**src/rtl/dmem_mmio.sv**
```systemverilog
// Data-side memory stage for the single-cycle MIPS core: word RAM plus an MMIO page
// holding a free-running timer, a byte-wide TX FIFO with valid/ready drain, and LEDs.
module dmem_mmio #(
    parameter int RAM_WORDS  = 64,
    parameter int FIFO_DEPTH = 4
) (
    input  logic        clk,
    input  logic        reset,
    input  logic        memwrite,
    input  logic [31:0] addr,
    input  logic [31:0] writedata,
    output logic [31:0] readdata,
    output logic        tx_valid,
    output logic [7:0]  tx_data,
    input  logic        tx_ready,
    output logic [7:0]  leds
);

    localparam int AW = $clog2(RAM_WORDS);
    localparam int PW = $clog2(FIFO_DEPTH);
    localparam int CW = PW + 1;

    logic          mmio_sel;
    logic [13:0]   reg_sel;
    logic [AW-1:0] ram_idx;
    logic          wr_ram, wr_timer, wr_txdata, wr_status, wr_leds;
    logic [1:0]    unused_addr_lsbs;

    logic [31:0]   ram_q [RAM_WORDS];
    logic [7:0]    fifo_q [FIFO_DEPTH];

    logic [31:0]   timer_q, timer_d;
    logic [7:0]    leds_q, leds_d;
    logic          ovf_q, ovf_d;
    logic [PW-1:0] rd_ptr_q, rd_ptr_d;
    logic [PW-1:0] wr_ptr_q, wr_ptr_d;
    logic [CW-1:0] count_q, count_d;

    logic          pop, push_ok, fifo_full;
    logic [31:0]   status;

    // Byte lane is irrelevant: every access is treated as a full word.
    assign unused_addr_lsbs = addr[1:0];

    assign mmio_sel  = (addr[31:16] == 16'hFFFF);
    assign reg_sel   = addr[15:2];
    assign ram_idx   = addr[AW+1:2];

    assign wr_ram    = memwrite && !mmio_sel;
    assign wr_timer  = memwrite && mmio_sel && (reg_sel == 14'd0);
    assign wr_txdata = memwrite && mmio_sel && (reg_sel == 14'd1);
    assign wr_status = memwrite && mmio_sel && (reg_sel == 14'd2);
    assign wr_leds   = memwrite && mmio_sel && (reg_sel == 14'd3);

    // RAM is not reset, so a store landing in a reset cycle still goes through.
    always_ff @(posedge clk) begin
        if (wr_ram) begin
            ram_q[ram_idx] <= writedata;
        end
    end

    assign fifo_full = (count_q == CW'(FIFO_DEPTH));
    assign tx_valid  = (count_q != '0);
    assign tx_data   = fifo_q[rd_ptr_q];
    assign leds      = leds_q;
    assign pop       = tx_valid && tx_ready;
    // A pop in the same cycle frees the slot the push needs.
    assign push_ok   = wr_txdata && (!fifo_full || pop);

    always_comb begin
        timer_d  = timer_q + 32'd1;
        leds_d   = leds_q;
        ovf_d    = ovf_q;
        rd_ptr_d = rd_ptr_q;
        wr_ptr_d = wr_ptr_q;
        count_d  = count_q;

        if (wr_timer) begin
            timer_d = writedata;
        end
        if (wr_leds) begin
            leds_d = writedata[7:0];
        end
        if (wr_status && writedata[3]) begin
            ovf_d = 1'b0;
        end
        if (wr_txdata && !push_ok) begin
            ovf_d = 1'b1;
        end
        if (pop) begin
            rd_ptr_d = rd_ptr_q + PW'(1);
        end
        if (push_ok) begin
            wr_ptr_d = wr_ptr_q + PW'(1);
        end
        case ({push_ok, pop})
            2'b10:   count_d = count_q + CW'(1);
            2'b01:   count_d = count_q - CW'(1);
            default: count_d = count_q;
        endcase
    end

    always_ff @(posedge clk) begin
        if (reset) begin
            timer_q  <= '0;
            leds_q   <= '0;
            ovf_q    <= 1'b0;
            rd_ptr_q <= '0;
            wr_ptr_q <= '0;
            count_q  <= '0;
        end else begin
            timer_q  <= timer_d;
            leds_q   <= leds_d;
            ovf_q    <= ovf_d;
            rd_ptr_q <= rd_ptr_d;
            wr_ptr_q <= wr_ptr_d;
            count_q  <= count_d;
        end
    end

    always_ff @(posedge clk) begin
        if (push_ok && !reset) begin
            fifo_q[wr_ptr_q] <= writedata[7:0];
        end
    end

    assign status = {19'b0, 5'(count_q), 4'b0, ovf_q, 1'b0, fifo_full, !tx_valid};

    always_comb begin
        readdata = '0;
        if (mmio_sel) begin
            case (reg_sel)
                14'd0:   readdata = timer_q;
                14'd2:   readdata = status;
                14'd3:   readdata = {24'b0, leds_q};
                default: readdata = '0;
            endcase
        end else begin
            readdata = ram_q[ram_idx];
        end
    end

endmodule
```
**config.mk**
```make
export PLATFORM = sky130hd
export DESIGN_NAME = dmem_mmio
export DESIGN_NICKNAME = d
export VERILOG_FILES = /design/src/rtl/dmem_mmio.sv
export SDC_FILE = /design/constraint.sdc
export NUM_CORES = 2
export LEC_CHECK = 0
export BUFFER_PORTS_ARGS = -buffer_cell sky130_fd_sc_hd__clkbuf_2
export CORE_UTILIZATION = 56
export CTS_CLUSTER_DIAMETER = 50
export CTS_CLUSTER_SIZE = 24
export DETAILED_ROUTE_END_ITERATION = 12
export PLACE_DENSITY = 0.75
export REMOVE_ABC_BUFFERS = 1
export SETUP_SLACK_MARGIN = 0.1
export SLEW_MARGIN = 10
export SYNTH_ARGS = -nofsm -noshare
export SYNTH_HDL_FRONTEND = slang
export SYNTH_SLANG_ARGS = --single-unit
```
**constraint.sdc**
```tcl
create_clock -name clk -period 4.1 [get_ports clk]
set_input_delay 0.615 -clock clk [delete_from_list [all_inputs] [get_ports clk]]
set_output_delay 0.615 -clock clk [all_outputs]
set_load 0.005 [all_outputs]
```
## Word level (Yosys, flattened, before mapping)

Memories as Yosys holds them, arrays and structs flattened. A register that Yosys moved wholly into a read port is not among the register bits.
Cells that the tools add are included.

- Memory bits (writable): 2080
- Word-level logic and storage cells: 53
- Flip-flop bits (word level): 48
- Memories kept: 2

- $add $sub $neg: 5
- Reduce and logical (&&, ||, !) cells: 21
- Multiplexer cells: 12
- Eq/ne operators: 7

Memory list:

| memory | depth | bits a word | rd ports | clocked after Yosys merged registers in | write ports | RTL line | RTL |
|---|---|---|---|---|---|---|---|
| ram_q | 64 | 32 | 1 | 0 | 1 | 29 | `logic [31:0] ram_q [RAM_WORDS];` |
| fifo_q | 4 | 8 | 1 | 1 | 1 | 30 | `logic [7:0] fifo_q [FIFO_DEPTH];` |

Operators by type and width:

| operator | count |
|---|---|
| $pmux 32 s3 | 1 |
| $mux 32 | 2 |
| $add 32x1->32 const B | 1 |
| $eq 14x2->1 const B | 2 |
| $eq 16x16->1 const B | 1 |
| $eq 14x1->1 const B | 1 |
| $logic_not 14->1 | 1 |
| $logic_and 1x1->1 | 11 |
| $mux 1 | 6 |
| $pmux 3 s2 | 1 |
| $logic_not 1->1 | 5 |
| $add 2x1->2 const B | 2 |
| $mux 2 | 2 |
| $reduce_bool 2->1 | 2 |
| $add 3x1->3 const B | 1 |
| $eq 3x3->1 const B | 1 |
| $reduce_bool 3->1 | 1 |
| $sub 3x1->3 const B | 1 |
| $eq 2x1->1 const B | 1 |
| $eq 2x2->1 const B | 1 |
| $logic_or 1x1->1 | 1 |

## Logic depth before layout (Yosys ltp)

- Depth after elaboration: 7
- Mapped depth: 11

## Worst setup path after synthesis

Ideal clock, no wire load.

- Path type: input port to flip-flop
- Start: in addr[4]
- End: mem ram_q[12][0] (enable)
- Cell stages on the path: 9
- Slack: -10 ps
- Arrival time: 3689 ps
- Data required time: 3679 ps
- Cell sequence: buf_2 -> buf_2 -> buf_2 -> buf_2 -> buf_2 -> clkbuf_1 -> and3_1 -> nand2_1 -> nor2_1

RTL lines:

| item | RTL line | RTL |
|---|---|---|
| start: declaration | 10 | `input logic [31:0] addr,` |
| end: declaration | 29 |  |

Straight into the memory's write port.

## Worst setup path in the final report

- Start: in addr[4]
- End: out readdata[20]

- Cells in the longest elaborated chain, start to end: 3

RTL lines:

| item | RTL line | RTL |
|---|---|---|
| branches (longest 2 deep; another with $mem_v2 64x32) | -- |  |
| $mux 32 * | 131 | `if (mmio_sel) begin` |
| end: declaration | 12 | `output logic [31:0] readdata,` |

Mark *: on every way between the ends.

==> run metrics <==
status=completed; hold path startpoint=tx_ready; PwrDens=455 mW/mm^2; cell area after synthesis=0.0828 mm^2; slowest cell on the critical path=a2111oi_2; wire length per cell=37.5 um; CTS clk-pin slew, worst paths=0.08 ns; LEAKAGE=31.1 nW; Startpoint Class=input port; sequential area share after synthesis=0.767; hold slack=0.253 ns; ys flop type=edfxtp_1; All-Layer GR Usage=0.354; FFs w/ async S/R, synth=0; fin. max-slew vios=0; Hold Crit Class=in2reg; number of global-route vias before repair=49,100; peak supply drop=0.460 mV; design area=0.0959 mm^2; CP Capture Type=primary output; setup violators final=0; synthesis-stage register bit count=2,130; die footprint=0.149 mm^2; Die X=386 um; clk sinks=2,130; height of the die=386 um; Iter 0 DRT Violations=9,844; GR Overflow Total=0; I/O pins=117; register area=0.0635 mm^2; CTS tree=built; max_slew headroom=0.115; path depth of the worst reg2reg path=6; Via density=7.25; Max clock buf depth=3; number of synthesis warnings=0; nets=5,152; DRC viols=0; area grow syn2layout=15.9%; global-route wire length before repair=369,000 um; # rows=140; Setup Skew=0.0318 ns; antenna viol nets, final=0; hold depth=4; WL final=267,000 um; Critical Path Source=addr[4]; required time of the critical path=3.48 ns; IO Port Bufs=114; # fillers=9,394; critical path class=in2out; fraction of layout cells with a size suffix above 1=0.270; H-tree levels=4; CTS root buffer=clkbuf_16; Crit Path Max Fanout=28; WP data arrival=3.44 ns; Worst-Skew Late Latency=0.82 ns; R2R Path Start=timer_q[0]; CP cell instances=buf_16, buf_12, buf_4, mux2i_1, o22a_1, o21ai_0, a2111oi_2, buf_4, and4_1, nor2_1, buf_4, clkbuf_2; Final Hold Vio Count=0; vias post-DR=51,700; Post-Syn Instances=4,614; fin util=0.657; most used cell along the critical path=buf_4; GPL Wtd Cong=0.975; max_cap viols=0; RSZ-0062 raised after global routing=no; Period minus WS final=4.05 ns; Post-synth EDFFs=2,080; worst stage delay on the critical path=0.49 ns; Multi-input gate area=0.0187 mm^2; drt pass-1 iters=7; hpwl dp=164,000 um; Core ar.=0.146 mm^2; Distinct cells, synth=68; Placed Area=0.0901 mm^2; largest net degree at the start of global routing=71; fmax=247 MHz; Initial Utilization=0.567; Syn Area/Cell=17.9 um^2; initial antenna violation count=16; Tightest Pin Transition=1.33 ns; CTS Buf Count=152; final critical-path share of the clock period=0.989
[report_power, final]
part / leakage [nW] / internal (mW) / switching (mW) / total (mW)
logic: 9.35 / 1.08 / 2.08 / 3.16
clock network: 2.63 / 8.30 / 8.19 / 16.5
registers: 19.1 / 24.0 / 0.0428 / 24.0
[cells in the final DEF, fill, tap and decap left out, types with 16 or more instances in the layout]
master and instances:
nor2_4 67, a31oi_1 31, clkbuf_16 162, o21ai_0 96
mux2_2 256, a221oi_1 230, and3_1 17, mux2i_1 194
buf_12 92, a22o_1 37, a22oi_1 197, inv_6 31
o22ai_1 97, clkinv_8 18, edfxtp_1 2080, mux4_2 119
buf_4 427, a21oi_1 141, a221o_1 63, o22a_1 19
nand4_1 16, nor2_1 117, a211oi_1 36, nand3_1 39
nand2_1 125, dfxtp_1 50, clkbuf_2 109, xnor2_1 20
[layer usage]
| layer | wire, um | track usage | vias up |
|---|---|---|---|
| met3 | 43400 | 0.116 | 920 |
| met1 | 89400 | 0.471 | 25800 |
| met4 | 19200 | 0.216 | 20 |
| li1 | - | - | 20100 |
| met5 | 345 | 0 | - |
| met2 | 115000 | 0.508 | 4898 |
[final cells by class]
cell class	instances	area share
diodes	4	0.000104
multi-input cells	2147	0.195
inverters	7	0.000378
clock buffers	171	0.0422
repair buffers	640	0.0606
clock inverters	112	0.0147
well taps	1917	0.0250
flip-flops and latches	2130	0.662
[synth_stat cells, types with 5 or more instances]
cell / n / area [um^2]
and3_1: 17 / 106
nand4_1: 16 / 100
a2bb2oi_1: 10 / 87.6
nand3b_1: 8 / 60.1
xnor2_1: 20 / 175
o2bb2ai_1: 9 / 78.8
a32oi_1: 5 / 43.8
nand2b_1: 11 / 68.8
buf_1: 47 / 176
xor2_1: 14 / 123
o211ai_1: 7 / 52.6
o221ai_1: 12 / 105
nor2_1: 185 / 694
a22o_1: 37 / 324
a221o_1: 63 / 631
a21oi_1: 145 / 726
dfxtp_1: 50 / 1000
o22ai_1: 97 / 607
o22a_1: 19 / 166
ha_1: 5 / 62.6
nand3_1: 41 / 205
nand2_1: 125 / 469
edfxtp_1: 2080 / 62500
mux4_2: 119 / 2680
a31oi_1: 32 / 200
and2_1: 12 / 75.1
nor2b_1: 7 / 43.8
nor3_1: 10 / 50.1
a211oi_1: 38 / 285
o2111ai_1: 6 / 52.6
o21ai_0: 99 / 495
a22oi_1: 198 / 1490
buf_2: 79 / 395
mux2i_1: 195 / 1950
a2111oi_0: 8 / 70.1
clkbuf_1: 204 / 766
nor3b_1: 7 / 52.6
nor4_1: 9 / 56.3
and4_1: 9 / 78.8
inv_1: 7 / 26.3
mux2_2: 256 / 2880
a221oi_1: 233 / 2040
a222oi_1: 7 / 70.1
[cells by family (layout without fill, tap and decap cells)]
family	Yosys count	after routing	synth area share
AOI/OAI and AO/OA	1054	1054	0.0940
xor gates and xnor gates	34	34	0.00360
adders and majority gates	6	6	0.000998
buffers and inverters	337	930	0.0165
DFF	2130	2130	0.767
muxes	571	571	0.0910
other	0	4	0
and+or+nand+nor	482	482	0.0274
[registers in the layout (all words and copies together), names as in the netlist, named ones only]
name,flops
count_q,3
ram_q,2048
fifo_q,32
leds,8
timer_q,32
ovf_q,1
rd_ptr_q,2
wr_ptr_q,2
[per-stage QoR]
step	TNS, ns	power [mW]	instances	worst slack (ns)
final	0	43.7	7128	0.0456
after global routing	0	44.5	7125	0.0791
after CTS	0	43.5	7121	0.110
after detailed placement	-1.39	27.5	6833	-0.293
after global placement	-1.17	27.5	6833	-0.318
after floorplan	-1143.30	25.5	4284	-1.89
[critical path, delay by kind of cell]
family,cells,cell delay [ns]
buf+inv,6,1.18
simple gates,2,0.41
mux,1,0.20
compound gates,3,0.89
[final timing paths]
| kind | slack (ns) | end |
|---|---|---|
| min | 0.25 | rd_ptr_q[1] |
| max reg2reg | 1.11 | timer_q[31] |
| min reg2reg | 0.49 | leds[7] |
| max | 0.05 | readdata[20] |
[what timing repair did]
item                       CTS  global route
pin swaps                    0             2
gates cloned                 0             2
setup endpoints to repair   21            18
gates resized for setup     19            23
hold buffers                 0             0
hold endpoints to repair     0             0
buffers inserted             5             0
(Power assumes the default switching activity.)
